==> config.mk <==
export PLATFORM = sky130hd
export DESIGN_NAME = row_cfg_seq
export DESIGN_NICKNAME = d
export VERILOG_FILES = /design/src/rtl/row_cfg_seq.sv
export SDC_FILE = /design/constraint.sdc
export NUM_CORES = 1
export LEC_CHECK = 0
export BUFFER_PORTS_ARGS = -buffer_cell sky130_fd_sc_hd__buf_4
export CAP_MARGIN = 20
export CORE_MARGIN = 4
export CORE_UTILIZATION = 55
export DETAILED_ROUTE_END_ITERATION = 12
export PLACE_DENSITY = 0.77
export SLEW_MARGIN = 0
export SYNTH_ARGS = -nofsm -noshare
export SYNTH_HDL_FRONTEND = slang
export SYNTH_SLANG_ARGS = --single-unit
==> constraint.sdc <==
create_clock -name clk -period 2.4 [get_ports clk]
set_input_delay 0.48 -clock clk [delete_from_list [all_inputs] [get_ports clk]]
set_output_delay 0.48 -clock clk [all_outputs]
set_load 0.05 [all_outputs]
==> src/rtl/row_cfg_seq.sv <==
`default_nettype none
// +--------------------------------------------------------------------+
// | row_cfg_seq : sweeps every sensor row, reads N_TAPS pixel flags,    |
// | writes one combined row-enable bit per row, then requests the key. |
// | Revision    : 1.0                                                  |
// +--------------------------------------------------------------------+
module row_cfg_seq #(
    parameter int N_ROWS  = 16,
    parameter int ROW_W   = 4,
    parameter int N_TAPS  = 2,
    parameter int TAP_W   = 3,
    parameter int RD_LAT  = 2,
    parameter int MODE    = 0,
    parameter int ROW_ASC = 0
) (
    input  logic             clk,
    input  logic             rst_n,
    input  logic             i_go,
    input  logic             i_abort,
    input  logic             i_pixel_valid,
    input  logic             i_write_done,
    input  logic             i_key_write_done,
    output logic             o_mem_read,
    output logic [ROW_W-1:0] o_row_idx,
    output logic [TAP_W-1:0] o_tap_idx,
    output logic             o_row_wren,
    output logic             o_row_val,
    output logic             o_key_wren,
    output logic             o_busy,
    output logic             o_done,
    output logic [ROW_W:0]   o_ones_cnt
);

    localparam logic [ROW_W-1:0] START_ROW = (ROW_ASC != 0) ? ROW_W'(0) : ROW_W'(N_ROWS - 1);
    localparam logic [ROW_W-1:0] LAST_ROW  = (ROW_ASC != 0) ? ROW_W'(N_ROWS - 1) : ROW_W'(0);
    localparam logic [TAP_W-1:0] LAST_TAP  = TAP_W'(N_TAPS - 1);
    localparam logic [2:0]       LAST_LAT  = 3'(RD_LAT - 1);
    localparam logic [TAP_W:0]   HALF_TAPS = (TAP_W + 1)'(N_TAPS / 2);

    typedef enum logic [3:0] {
        S_IDLE      = 4'd0,
        S_WAIT_WR   = 4'd1,
        S_RD        = 4'd2,
        S_CMP       = 4'd3,
        S_WRITE     = 4'd4,
        S_NEXT      = 4'd5,
        S_WAIT_IDLE = 4'd6,
        S_KEY_REQ   = 4'd7,
        S_KEY_WAIT  = 4'd8,
        S_DONE      = 4'd9
    } state_t;

    state_t             state;
    logic [ROW_W-1:0]   row;
    logic [TAP_W-1:0]   tap;
    logic [2:0]         lat;
    logic [TAP_W:0]     vcnt;
    logic [ROW_W:0]     ones;
    logic               result;
    logic               key_seen;
    logic [TAP_W:0]     vcnt_next;

    assign vcnt_next = vcnt + (TAP_W + 1)'(i_pixel_valid);

    always_ff @(posedge clk or negedge rst_n) begin
        if (!rst_n) begin
            state    <= S_IDLE;
            row      <= START_ROW;
            tap      <= '0;
            lat      <= '0;
            vcnt     <= '0;
            ones     <= '0;
            result   <= 1'b0;
            key_seen <= 1'b0;
        end else if (i_abort) begin
            // Abort wins over everything, including i_go in IDLE; counters keep partial values.
            state <= S_IDLE;
        end else begin
            case (state)
                S_IDLE: begin
                    if (i_go) begin
                        row   <= START_ROW;
                        ones  <= '0;
                        state <= S_WAIT_WR;
                    end
                end
                S_WAIT_WR: begin
                    if (i_write_done) begin
                        tap   <= '0;
                        vcnt  <= '0;
                        lat   <= '0;
                        state <= S_RD;
                    end
                end
                S_RD: begin
                    if (lat == LAST_LAT) begin
                        state <= S_CMP;
                    end else begin
                        lat <= lat + 3'd1;
                    end
                end
                S_CMP: begin
                    vcnt <= vcnt_next;
                    lat  <= '0;
                    if (MODE == 0 && !i_pixel_valid) begin
                        result <= 1'b0;
                        state  <= S_WRITE;
                    end else if (MODE == 1 && i_pixel_valid) begin
                        result <= 1'b1;
                        state  <= S_WRITE;
                    end else if (tap == LAST_TAP) begin
                        if (MODE == 0)      result <= 1'b1;
                        else if (MODE == 1) result <= 1'b0;
                        else                result <= (vcnt_next > HALF_TAPS);
                        state <= S_WRITE;
                    end else begin
                        tap   <= tap + TAP_W'(1);
                        state <= S_RD;
                    end
                end
                S_WRITE: begin
                    ones  <= ones + (ROW_W + 1)'(result);
                    state <= S_NEXT;
                end
                S_NEXT: begin
                    if (row == LAST_ROW) begin
                        state <= S_WAIT_IDLE;
                    end else begin
                        row   <= (ROW_ASC != 0) ? row + ROW_W'(1) : row - ROW_W'(1);
                        state <= S_WAIT_WR;
                    end
                end
                S_WAIT_IDLE: begin
                    if (i_write_done) state <= S_KEY_REQ;
                end
                S_KEY_REQ: begin
                    // A completion that arrives in the request cycle itself must not be lost.
                    key_seen <= i_key_write_done;
                    state    <= S_KEY_WAIT;
                end
                S_KEY_WAIT: begin
                    if (key_seen || i_key_write_done) state <= S_DONE;
                end
                S_DONE: begin
                    state <= S_IDLE;
                end
                default: state <= S_IDLE;
            endcase
        end
    end

    assign o_mem_read = (state == S_RD)      && !i_abort;
    assign o_row_wren = (state == S_WRITE)   && !i_abort;
    assign o_key_wren = (state == S_KEY_REQ) && !i_abort;
    assign o_done     = (state == S_DONE)    && !i_abort;
    assign o_row_val  = result;
    assign o_busy     = (state != S_IDLE);
    assign o_row_idx  = row;
    assign o_tap_idx  = tap;
    assign o_ones_cnt = ones;

endmodule
`default_nettype wire

# Word level (Yosys, flattened, before mapping)
# Index checks and enable logic that the tools add are counted.
totals:
  rom_bits: 0
  latchBits: 0
  out_inout_bits: 18
  mem_count: 0
  regBits: 21
  input_bits: 7
  word_cells: 78
  ramBits: 0
op_classes:
  n_bitwise: 1
  n_shift: 0
  n_reduce_logical: 20
  muxes: 23
  div: 0
  multipliers: 0
  n_lt_le_gt_ge: 0
  n_addsub: 4
  eq_ne: 23
ops:
  columns: ["operator", "n"]
  rows:
  - ["$pmux 4 s9", 1]
  - ["$mux 4", 8]
  - ["$mux 3", 7]
  - ["$eq 4x3->1 const B", 4]
  - ["$ne 3x3->1 const B", 5]
  - ["$ne 2x2->1 const B", 6]
  - ["$pmux 5 s2", 1]
  - ["$reduce_and 5->1", 2]
  - ["$pmux 3 s3", 1]
  - ["$eq 4x2->1 const B", 2]
  - ["$eq 4x4->1 const B", 2]
  - ["$logic_not 4->1", 2]
  - ["$pmux 4 s2", 1]
  - ["$reduce_and 4->1", 2]
  - ["$add 3x1->3 const B", 2]
  - ["$eq 3x1->1 const B", 2]
  - ["$pmux 3 s2", 1]
  - ["$reduce_and 3->1", 2]
  - ["$reduce_bool 2->1", 3]
  - ["$add 5x1->5", 1]
  - ["$mux 5", 1]
  - ["$eq 4x1->1 const B", 1]
  - ["$logic_and 1x1->1", 4]
  - ["$reduce_bool 4->1", 1]
  - ["other kinds (8)", 9]

# Logic depth before layout (Yosys ltp)
depth:
  word_depth: 5
  depth_mapped: 6

# Least setup slack after synthesis
# Ideal clock, no wire load.
synth_timing:
  kind: "reg2out"
  start: "reg state[2]"
  end: "out o_done"
  path_stages_with_launch: 4
  required_ns: 1.920
  slack_ns: -0.548
  t_arrival_ns: 2.468
  cell_sequence: "dfrtp_1 clkbuf_1 buf_1 nor4b_1"
synth_between:
  elab_chain_cells: 2
synth_rtl:
  columns: ["element", "line", "rtl"]
  rows:
  - ["start: declaration", "53", "state_t state;"]
  - ["start signal: assignment", "67", "state <= S_IDLE;"]
  - ["start signal: assignment", "77", "state <= S_IDLE;"]
  - ["start signal: assignment", "84", "state <= S_WAIT_WR;"]
  - ["$eq 4x4->1", "155", "assign o_done = (state == S_DONE) && !i_abort;"]
  - ["$logic_and 1x1->1", "155", null]
  - ["end: declaration", "30", "output logic o_done,"]
# No other way between the ends.

# Worst setup path after layout
layout_timing:
  start: "reg state[1]"
  end: "out o_key_wren"
layout_between:
  elab_chain_cells: 2
layout_rtl:
  columns: ["element", "line", "rtl"]
  rows:
  - ["$eq 4x3->1", "154", "assign o_key_wren = (state == S_KEY_REQ) && !i_abort;"]
  - ["$logic_and 1x1->1", "154", null]
  - ["end: declaration", "28", "output logic o_key_wren,"]
# No other way between the ends.

==> impl.org <==
** Critical path
- For this run, the slowest stage of the critical path takes about 0.70 ns.
- The kind of cell with the highest combined delay along the critical path is flip-flops.
- Critical path buffer and inverter count :: 1
- Worst-path cell with the longest stage delay :: sky130_fd_sc_hd__dfrtp_1
- Along the worst path, the maximum fanout reaches 17.
- Worst Setup Path Type :: reg -> out
- At the worst endpoint, the arrival time is 1.77 ns.
- Series of cell instances along the critical path :: nand2_1 -> nor3_2 -> buf_4
- STA classifies the critical path startpoint as a flop.
- Required time of the critical path :: 1.92 ns
- Crit path capture type :: primary output

** Place
- HPWL after detailed placement :: 2305 um
- Before CTS, the worst setup slack after placement is 0.3437 ns.
- In this run the tool buffered the top-level ports with 24 buffer cells.
- Routability Congestion :: 0.8287

** Detailed routing
- Residual DRC count :: 0
- After the first detailed-routing iteration, the DRC count stood at 52.
- Total routed wire length on the met1 layer :: 1423 um
- After detailed routing, the average wire length per cell comes to 16.08 um.
- Post-route antenna net violation count :: 0
- Metal3 WL :: 167 um
- After detailed routing, the number of vias per cell comes to 6.251.
- Detailed-route via count :: 1219
- The first TritonRoute pass finished after 4 iterations.
- Highest routing layer actually used :: met4
- Wire length on met2 :: between 1000 and 1500 um
- Sum of routed wire length over all layers :: 3136 um

** Yosys
- Register bit total from synthesis :: 21
- The netlist uses 48 different library cells.
- Mapped Cells :: 146
- Synthesis produced a netlist with a net count of 160.
- Yosys printed 0 warnings.
- Of all cell types, the one taking the most synthesized area is sky130_fd_sc_hd__dfrtp_1.
- Synth area leaders :: sky130_fd_sc_hd__dfrtp_1, sky130_fd_sc_hd__dfstp_2, sky130_fd_sc_hd__ha_1
- Among all flip-flop cells after synthesis, the most frequent one is sky130_fd_sc_hd__dfrtp_1.
- Share of Yosys cell area claimed by the top area cell type :: 31.14%
- Proportion of synthesized chip area in sequential cells :: approximately two fifths
- Of all flip-flops after synthesis, the portion carrying an async set or reset was 100.0%.
- A synthesized cell averages 9.358 sq um.
- Syn Std Cell Area :: 1366 sq um
- Number of flops mapped to enable cells by yosys :: 0

** STA
- Setup repair after global routing left no endpoint under its margin.
- Total Neg Setup Slack :: 0 ns
- Max Clock Freq :: 444.6 MHz
- Min Clock Period, post-route :: 2.249 ns
- The worst path meets setup with 0.1508 ns of slack.
- Worst Clk Skew :: roughly 0.0011 ns
- Fraction of the cycle the final worst path needs :: 93.72%
- Measured against its own limit, the worst slew margin works out to 55.41%.
- The count of endpoints failing hold in the final timing report came to 0.
- Fin. max-slew vios :: 0
- For the pin with the worst max-slew slack, the measured transition is 0.6644 ns.
- Count of endpoints failing setup in the final report :: 0

** CTS
- Master cell of the clock root buffer :: sky130_fd_sc_hd__clkbuf_4
- CTS Buf Count :: 3
- The longest clock path from root to sink contains 2 buffers.
- Clock net sink count :: 21
- In this run the number of H-tree levels came out at 1.
- Cts repair resizes :: 0
- After clock tree synthesis, the clock-pin slew on the worst setup and hold paths is approximately 0.12 ns.
- TritonCTS built the clock tree.
- In this run the post-CTS setup repair buffer count came out at 0.
- After clock tree synthesis, the flow added hold-fix buffers numbering 0.
- Worst-skew pair later-pin latency :: 0.31 ns

** Global routing
- Initial antenna violation count :: 0
- After global routing the overflow that remains totals 0.
- Entering global routing, the biggest net connects 24 pins.
- GRT Util Overall :: 20.65%
- Global-route wire length before repair :: 5388 um
- Number of global-route vias before repair :: approximately 1.2k

** Die
- Initial core utilization :: about three fifths
- Die extent in y :: 57.84 um
- Width of the die :: 57.84 um
- The total area inside the core boundary comes to 2297 sq um.
- 25 I/O pins were placed.
- The initialized floorplan defines 17 standard-cell rows.
- The die covers 3345 sq um.

** Pwr
- Leakage Power :: 0.7096 nW
- The worst-case IR drop observed on VDD is 0.7254 mV.
- Dividing total power by cell area gives a power density of 716.3 nW/um^2.

** Run status
- The run finished with clean final reports.

** Layout
- The repair_antennas step left the layout with diodes totalling 0.
- Layout-stage area growth over the synthesis result :: 16.85%
- Fraction of layout instances using a drive strength above 1 :: 28.14%
- Number of nets in the final layout :: between 150 and 200

** Min path
- In this run the worst hold path is classified as in -> async.

** Run
- Number of max-cap violations :: 0
-- synthesized netlist by cell type (all sizes together) (2+ instances only) --
| master | n |
|---|---|
| a2111oi | 2 |
| a21boi | 3 |
| a21oi | 5 |
| a22o | 7 |
| and3 | 2 |
| buf | 2 |
| clkbuf | 6 |
| dfrtp | 17 |
| dfstp | 4 |
| ha | 7 |
| inv | 7 |
| mux2 | 2 |
| nand2 | 10 |
| nand2b | 6 |
| nand3 | 3 |
| nor2 | 9 |
| nor3 | 5 |
| nor3b | 3 |
| nor4 | 3 |
| nor4b | 3 |
| o21ai | 13 |
| o311ai | 2 |
| or2 | 2 |
| or3 | 2 |
| or3b | 3 |
-- final timing paths --
| path | startpoint | cells after the start | endpoint | slack [ns] |
|---|---|---|---|---|
| min reg2reg | lat[0] | 1 | lat[0] | 0.54 |
| max | state[1] | 3 | o_key_wren | 0.15 |
| max in group asynchronous | rst_n | 1 | o_row_idx[3] | 2.09 |
| min | rst_n | 1 | lat[0] | 0.03 |
| max reg2reg | state[0] | 4 | o_row_idx[2] | 0.37 |
| min in group clk | i_write_done | 2 | state[0] | 0.38 |
-- cell families (layout without fill, tap and decap cells) --
logic type / after synthesis / count (layout) / share of synthesized area, %
DFF: 21 / 21 / 38.83
adders and majority gates: 7 / 7 / 6.410
buffers and inverters: 15 / 36 / 4.670
AOI/OAI and AO/OA: 44 / 44 / 24.27
muxes: 3 / 3 / 2.381
and+or+nand+nor: 56 / 56 / 23.44
-- layout make-up --
class / instances / area (sq um)
well taps: 28 / 35.03
repair buffers: 25 / 187.7
flip-flops and latches: 21 / 531.8
multi-input cells: 110 / 789.5
inverters: 7 / 26.28
fillers: 189 / 700.7
clock buffers: 4 / 26.28
-- cell usage in the layout, fill, tap and decap left out, types with 2 or more instances in the layout --
cell type,synthesis,layout
sky130_fd_sc_hd__buf_4,0,25
sky130_fd_sc_hd__dfrtp_1,17,16
sky130_fd_sc_hd__o21ai_0,12,12
sky130_fd_sc_hd__nand2_1,10,10
sky130_fd_sc_hd__nor2_1,9,9
sky130_fd_sc_hd__inv_1,7,7
sky130_fd_sc_hd__a22o_1,7,7
sky130_fd_sc_hd__ha_1,7,7
sky130_fd_sc_hd__nand2b_1,6,6
sky130_fd_sc_hd__a21oi_1,5,5
sky130_fd_sc_hd__nor3_1,5,4
sky130_fd_sc_hd__dfstp_2,4,4
sky130_fd_sc_hd__nor3b_1,3,3
sky130_fd_sc_hd__nand3_1,3,3
sky130_fd_sc_hd__clkbuf_4,0,3
sky130_fd_sc_hd__and3_1,2,2
sky130_fd_sc_hd__nor4b_1,3,2
sky130_fd_sc_hd__nor4_1,3,2
sky130_fd_sc_hd__or3b_2,2,2
sky130_fd_sc_hd__or3_1,2,2
sky130_fd_sc_hd__a21boi_0,2,2
sky130_fd_sc_hd__or2_2,2,2
sky130_fd_sc_hd__mux2_2,2,2
sky130_fd_sc_hd__o311ai_0,2,2
-- worst register-to-register path, cell delays in order, from the launching register on --
cell and delay [ns]:
sky130_fd_sc_hd__dfrtp_1 0.59, sky130_fd_sc_hd__or3b_4 0.49, sky130_fd_sc_hd__a2111oi_4 0.45, sky130_fd_sc_hd__a21boi_1 0.13
sky130_fd_sc_hd__a311o_1 0.32
-- metrics by stage --
stage          cells  utilization [%]  cell area (sq um)  hold slack [ns]  total power [mW]
3_5_place_dp     191            68.30               1569           0.3831            0.9743
3_3_place_gp     191            68.30               1569           0.3766            0.9496
6_report         195            69.50               1597          0.03293             1.144
5_1_grt          195            69.50               1597          0.02634             1.224
2_1_floorplan    146                -               1384           0.1844            0.8461
4_1_cts          195            69.44               1595          0.03408             1.149
-- sequential cells by signal, indices dropped and copies added, names as in the netlist --
register,cells
o_row_val,1
o_ones_cnt,5
o_row_idx,4
key_seen,1
o_tap_idx,3
lat,3
state,4
-- where the power goes --
group	internal [mW]	switching [mW]	total, mW
sequential	0.404	0.0941	0.498
clock	0.0650	0.112	0.177
combinational	0.184	0.284	0.468
-- metal layers --
layer / global-route usage, % / vias to the layer above
li1: - / 588
met1: 28.07 / 588
met2: 33.71 / 38
met3: 2.895 / 5
met4: 6.954 / 0
met5: 0 / -
No activity file was read; power rests on OpenSTA's default activity.
